`src/rtl/result_bank.sv`:
```
// result_bank: collects a row_w x col_x matrix of MAC results (one row per
// beat on three 10-bit lanes) into a 9-entry buffer, then streams it out one
// element at a time under a valid/ready handshake.
// Build option: define RES_TRANSPOSE_EN for column-major drain order;
// without it the drain order is row-major.
module result_bank (
   input  logic       clk,
   input  logic       clear_n,
   input  logic       start,
   input  logic [1:0] row_w,
   input  logic [1:0] col_x,
   input  logic [9:0] res_in1,
   input  logic [9:0] res_in2,
   input  logic [9:0] res_in3,
   input  logic       in_valid,
   output logic       in_ready,
   output logic [9:0] data_out,
   output logic       out_valid,
   input  logic       out_ready,
   output logic       done,
   output logic       busy
);

   typedef enum logic [1:0] {IDLE, COLLECT, DRAIN} state_t;

   state_t     r_state;
   state_t     w_next;
   logic [1:0] r_rows;
   logic [1:0] r_cols;
   logic [1:0] r_row_cnt;
   logic [1:0] r_dr;
   logic [1:0] r_dc;
   logic       r_done;
   logic [9:0] r_buf [0:8];

   logic       w_start_ok;
   logic       w_beat;
   logic       w_accept;
   logic       w_last_row;
   logic       w_last_elem;
   logic [3:0] w_wr_base;
   logic [3:0] w_rd_idx;
   logic [9:0] w_lane [0:2];

   // Handshake qualifiers, terminal-count detection and buffer addressing
   always_comb begin
      w_start_ok  = start && (row_w != '0) && (col_x != '0);
      w_beat      = (r_state == COLLECT) && in_valid;
      w_accept    = (r_state == DRAIN) && out_ready;
      w_last_row  = (r_row_cnt == r_rows - 2'd1);
      w_last_elem = (r_dr == r_rows - 2'd1) && (r_dc == r_cols - 2'd1);
      w_wr_base   = {2'b00, r_row_cnt} * 4'd3;
      w_rd_idx    = ({2'b00, r_dr} * 4'd3) + {2'b00, r_dc};
      w_lane[0]   = res_in1;
      w_lane[1]   = res_in2;
      w_lane[2]   = res_in3;
   end

   // State register
   always_ff @(posedge clk) begin
      if (!clear_n) r_state <= IDLE;
      else          r_state <= w_next;
   end

   // Next-state decode and state-derived handshake outputs
   always_comb begin
      w_next    = r_state;
      in_ready  = 1'b0;
      out_valid = 1'b0;
      busy      = 1'b0;
      case (r_state)
         IDLE: begin
            if (w_start_ok) w_next = COLLECT;
         end
         COLLECT: begin
            in_ready = 1'b1;
            busy     = 1'b1;
            if (w_beat && w_last_row) w_next = DRAIN;
         end
         DRAIN: begin
            out_valid = 1'b1;
            busy      = 1'b1;
            if (w_accept && w_last_elem) w_next = IDLE;
         end
         default: w_next = IDLE;
      endcase
   end

   // Dimension latch, row/element counters (saturating) and done pulse
   always_ff @(posedge clk) begin
      if (!clear_n) begin
         r_rows    <= '0;
         r_cols    <= '0;
         r_row_cnt <= '0;
         r_dr      <= '0;
         r_dc      <= '0;
         r_done    <= 1'b0;
      end else begin
         r_done <= w_accept && w_last_elem;
         case (r_state)
            IDLE: begin
               if (w_start_ok) begin
                  r_rows    <= row_w;
                  r_cols    <= col_x;
                  r_row_cnt <= '0;
                  r_dr      <= '0;
                  r_dc      <= '0;
               end
            end
            COLLECT: begin
               if (w_beat && !w_last_row) r_row_cnt <= r_row_cnt + 2'd1;
            end
            DRAIN: begin
               if (w_accept && !w_last_elem) begin
`ifdef RES_TRANSPOSE_EN
                  if (r_dr == r_rows - 2'd1) begin
                     r_dr <= '0;
                     r_dc <= r_dc + 2'd1;
                  end else begin
                     r_dr <= r_dr + 2'd1;
                  end
`else
                  if (r_dc == r_cols - 2'd1) begin
                     r_dc <= '0;
                     r_dr <= r_dr + 2'd1;
                  end else begin
                     r_dc <= r_dc + 2'd1;
                  end
`endif
               end
            end
            default: ;
         endcase
      end
   end

   // Result buffer: only lanes inside the latched width are written
   always_ff @(posedge clk) begin
      if (w_beat) begin
         for (int unsigned c = 0; c < 3; c++) begin
            if (c < 32'(r_cols)) r_buf[w_wr_base + 4'(c)] <= w_lane[2'(c)];
         end
      end
   end

   // Output element, forced to zero whenever it is not valid
   always_comb begin
      data_out = '0;
      done     = r_done;
      if (r_state == DRAIN) data_out = r_buf[w_rd_idx];
   end

endmodule

```
`config.mk`:
```
export PLATFORM = sky130hd
export DESIGN_NAME = result_bank
export DESIGN_NICKNAME = d
export VERILOG_FILES = /design/src/rtl/result_bank.sv
export SDC_FILE = /design/constraint.sdc
export NUM_CORES = 1
export LEC_CHECK = 0
export CORE_ASPECT_RATIO = 0.7
export CORE_MARGIN = 4
export CORE_UTILIZATION = 57
export CTS_BUF_LIST = sky130_fd_sc_hd__clkbuf_4
export CTS_CLUSTER_SIZE = 28
export DETAILED_ROUTE_END_ITERATION = 8
export GPL_ROUTABILITY_DRIVEN = 0
export GPL_TIMING_DRIVEN = 0
export PLACE_DENSITY = 0.85
export SETUP_SLACK_MARGIN = 0.02
export SLEW_MARGIN = 20
export SYNTH_ARGS = -nofsm -noshare
export SYNTH_HDL_FRONTEND = slang
export SYNTH_SLANG_ARGS = --single-unit
```
`constraint.sdc`:
```
create_clock -name clk -period 6.1 [get_ports clk]
set_input_delay 1.22 -clock clk [delete_from_list [all_inputs] [get_ports clk]]
set_output_delay 1.22 -clock clk [all_outputs]
set_load 0.01 [all_outputs]
```
==> out/results.env <==
DIEAREA_UM2=13200
DIE_H_UM=97.4
NUMCTSBUFFERS=9
FMAXACHIEVABLE_MHz=180
MULTI_INPUT_AREA_UM2=3180
PLACED_CELL_AREA_UM2=6940
WORST-R2R-CELL-COUNT=6
CAP_VIOL_MAX_COUNT=0
FIN_AREA_UM2=7100
CTS_RESIZED=0
POWER-PER-CELL-AREA_nW_PER_UM2=210
WORSTHOLDPATHCELLS=2
GRT_PASS1_WL_UM=29500
CTS_HOLD_BUFFERS=0
CRITICAL_PATH_ARRIVAL_NS=4.33
FINALSETUPVIOLATIONS=0
FINAL_MIN_PERIOD_OVER_CLOCK_PERIOD_PCT=91.0
CP_SLOWEST_CELL='sky130_fd_sc_hd__clkbuf_1'
CRITICAL_PATH_CLASS='register to output pin'
PLACEMENT.IO_BUFFERS=21
WORST_R2R_ENDPOINT='r_buf[8][8]'
SLOWEST_DELAY_NS=0.60
DRT-PASS1-ITER-COUNT=6
INITIAL_CORE_UTIL_PCT=58.6
OVERALL_GLOBAL_ROUTING_RESOURCE_USAGE_PCT=29.2
SYNTH_UNIQUE_CELLS=40
VDD_IR_DROP_MAX_mV=0.105
YS_WARN_COUNT=0
DR.FIRST_ITER.DRC_COUNT=848
CTS.HTREE.LEVELS=3
DETAILED_PLACE_HPWL_UM=13600
SYNTH.AVG_CELL_AREA_UM2=10.2
POST_ROUTE_CELLS_DRIVE_ABOVE_1_SHARE_PCT=9.13
DETAILROUTE.VIA_COUNT=5490
SYNTH-SEQ-CELLS=103
FLOORPLAN.ROWS=32
DIE_X_UM=136
DRCVIOLATIONCOUNT=0
FINAL-MAX-SLEW-VIOLATION-COUNT=0
HP-START='r_state[1]'
SYNTH_AREA_LEADERS='sky130_fd_sc_hd__edfxtp_1 (42%), sky130_fd_sc_hd__mux2i_1 (14%), sky130_fd_sc_hd__mux4_2 (6.9%), sky130_fd_sc_hd__nand2_1 (6.8%), sky130_fd_sc_hd__dfxtp_1 (4.0%)'
MIN_TO='r_state[1]'
ROOT_BUFFER='sky130_fd_sc_hd__clkbuf_4'
ROUTED_ANTENNA_NETS=0
WORST_SETUP_PATH_END_KIND='output pin'
REGTOREGSETUPSLACK_NS=3.19
RSZ0062_AT_GRT='no'
TRITONCTS='yes'
CRITICAL_PATH_REQUIRED_NS=4.88
POSTSYNTHNETCOUNT=695
SYNTHTOLAYOUTAREAGROWTH_PCT=9.16
TRITONCTS_NUM_SINKS=103
TIMING.CRITICAL_PATH.CELLS='inv_1 > fa_1 > inv_1 > ha_1 > inv_1 > fa_1 > clkbuf_1 > mux4_2 > mux2i_1 > nand2_1 > o211a_1 > clkdlybuf4s50_1'
NUMBER_OF_NETS_IN_THE_FINISHED_DESIGN=730
WORSTPATHMAXFANOUT=10
CTS.REPAIR_TIMING.SETUP_BUFFER_COUNT=0
CLK_TRANSITION_REPORTED_PATHS_NS=0.15
SYNTHESIS.AREA_UM2=6500
SYNTHARSTFLOPSHARE_PCT=0
TOP_LEVEL_PORTS=53
CLOCK_PERIOD_MINUS_FINAL_WORST_SETUP_SLACK_NS=5.55
CLOCK_SKEW_NS=0.0117
SYNTH_MOST_COMMON_CELL='sky130_fd_sc_hd__nand2_1'
YOSYS-TOP-CELLS-COUNT='sky130_fd_sc_hd__nand2_1 (117), sky130_fd_sc_hd__mux2i_1 (91), sky130_fd_sc_hd__edfxtp_1 (90)'
PORTION_OF_THE_POST_SYNTHESIS_AREA_USED_BY_SEQUENTIAL_ELEMENTS_PCT=45.6
CTS_MAX_PATH_BUFFERS=2
NFILLCELLS=840
LEADING_AREA_CONTRIBUTOR_AFTER_SYNTHESIS='sky130_fd_sc_hd__edfxtp_1'
SYNTH-MAIN-FF-CELL='sky130_fd_sc_hd__edfxtp_1'
R2R_START='r_state[1]'
TIMING.SETUP.TNS_NS=0
INSERTEDDIODECOUNT=0
SYNTH_ENABLE_FLOP_CELLS=90
REGAREA_UM2=2960
TIGHTEST_SLEW_NS=0.950
SYNTH_CELLS=639
DR_VIAS_CELL=6.60
GRT_START_MAX_NET_PINS=17
GRT_ANTENNA_BEFORE_REPAIR=0
MIN-DELAY-PATH-CLASS='register to register'
STATUS='completed'
DRT-TOTAL-WL_UM=18600
FINALHOLDVIOLATIONS=0
ROUTE.DETAILED.WL_PER_INST_UM=22.3
CLK-INSERTION-DELAY-LATE_NS=0.48
POST-SYNTH-TOP-AREA-FRACTION_PCT=41.6
WORST_SETUP_PATH_START_KIND='register'
GR-TOTAL-OVERFLOW=0
GRT_PASS1_VIAS=5529
DESIGN.CORE.AREA_UM2=11100
STATIC-LEAKAGE-POWER_nW=2.92
CRIT_TOP_CELL='sky130_fd_sc_hd__inv_1'
RELATIVE_SLEW_SLACK_PCT=36.7
[flip-flops by register name, indices dropped and copies added, names as in the netlist]
| name | count |
|---|---|
| done | 1 |
| r_dc | 2 |
| r_rows | 2 |
| r_row_cnt | 2 |
| r_buf | 90 |
| r_cols | 2 |
| r_state | 2 |
| r_dr | 2 |
[power breakdown]
part	switching [mW]	total (mW)	leakage, nW	internal (mW)
logic	0.176	0.299	1.92	0.123
registers	0.0134	0.793	0.914	0.779
clock network	0.231	0.401	0.0883	0.170
total	0.421	1.49	2.92	1.07
[how the worst max path moves through the flow]
stage | from | to | slack (ns) | cells past startpoint
5_1_grt | r_dr[0] | data_out[9] | 0.35 | 12
6_report | r_dr[0] | data_out[0] | 0.55 | 12
3_3_place_gp | in_valid | r_buf[1][4] | 1.18 | 5
3_5_place_dp | r_dr[0] | data_out[9] | 1.18 | 12
4_1_cts | r_dr[0] | data_out[0] | 0.60 | 12
2_1_floorplan | r_dr[0] | data_out[9] | 2.22 | 11
[cell usage in the layout (no fill, tap or decap), drive strengths merged, types with 3 or more instances in the layout]
cell type and n:
mux2i 91, nor2b 5, clkdlybuf4s50 21, nand2 117, nor2 46, nand3 11
buf 30, dfxtp 13, a31oi 22, clkinv 3, clkbuf 55, ha 15
inv 17, o211a 10, and3 4, nand2b 3, a21oi 33, and2 4
xor2 4, o21ai 41, edfxtp 90, mux4 20
[routing by layer]
layer  routed length, µm  up-vias  track usage, %
met4                 690        0            11.2
met3                2570       87            8.39
met1                6810     2569            38.6
met5                   0        -               0
met2                8520      475            45.6
li1                    -     2359               -
[layout make-up]
class	instances	area share [%]
Timing Repair Buffer	24	3.24
Tap cell	153	2.70
Sequential cell	103	41.7
Multi-Input combinational cell	448	44.8
Clock buffer	10	1.06
Buffer	72	4.42
Inverter	16	0.846
Clock inverter	6	1.18
[cells by family after synthesis]
kind of cell / synth area share (%)
AND/OR/NAND/NOR: 12.8
AO/OA/AOI/OAI: 10.9
multiplexers: 20.9
flip-flops: 45.6
buffers and inverters: 5.75
adder cells (fa/ha/maj): 3.50
XOR/XNOR: 0.539
[worst max-delay path, delay by kind of cell, from the launching register on]
family | cells | cell delay (ns)
flops | 1 | 0.44
compound gates | 1 | 0.18
mux | 2 | 0.61
buf+inv | 5 | 1.33
fa+ha+maj | 3 | 1.17
simple gates | 1 | 0.13
[through the flow]
step / hold slack (ns) / power (mW) / worst slack [ns] / utilization [%] / std cells
after global routing: 0.543 / 1.55 / 0.349 / 64.0 / 832
after detailed placement: 0.481 / 1.10 / 1.18 / 62.6 / 816
after CTS: 0.500 / 1.49 / 0.597 / 64.0 / 832
final: 0.493 / 1.49 / 0.547 / 64.0 / 832
after global placement: 0.462 / 1.08 / 1.18 / 62.3 / 813
after floorplan: 0.451 / 1.00 / 2.22 / - / 639
Note: power is estimated with default switching activity, not from simulation.
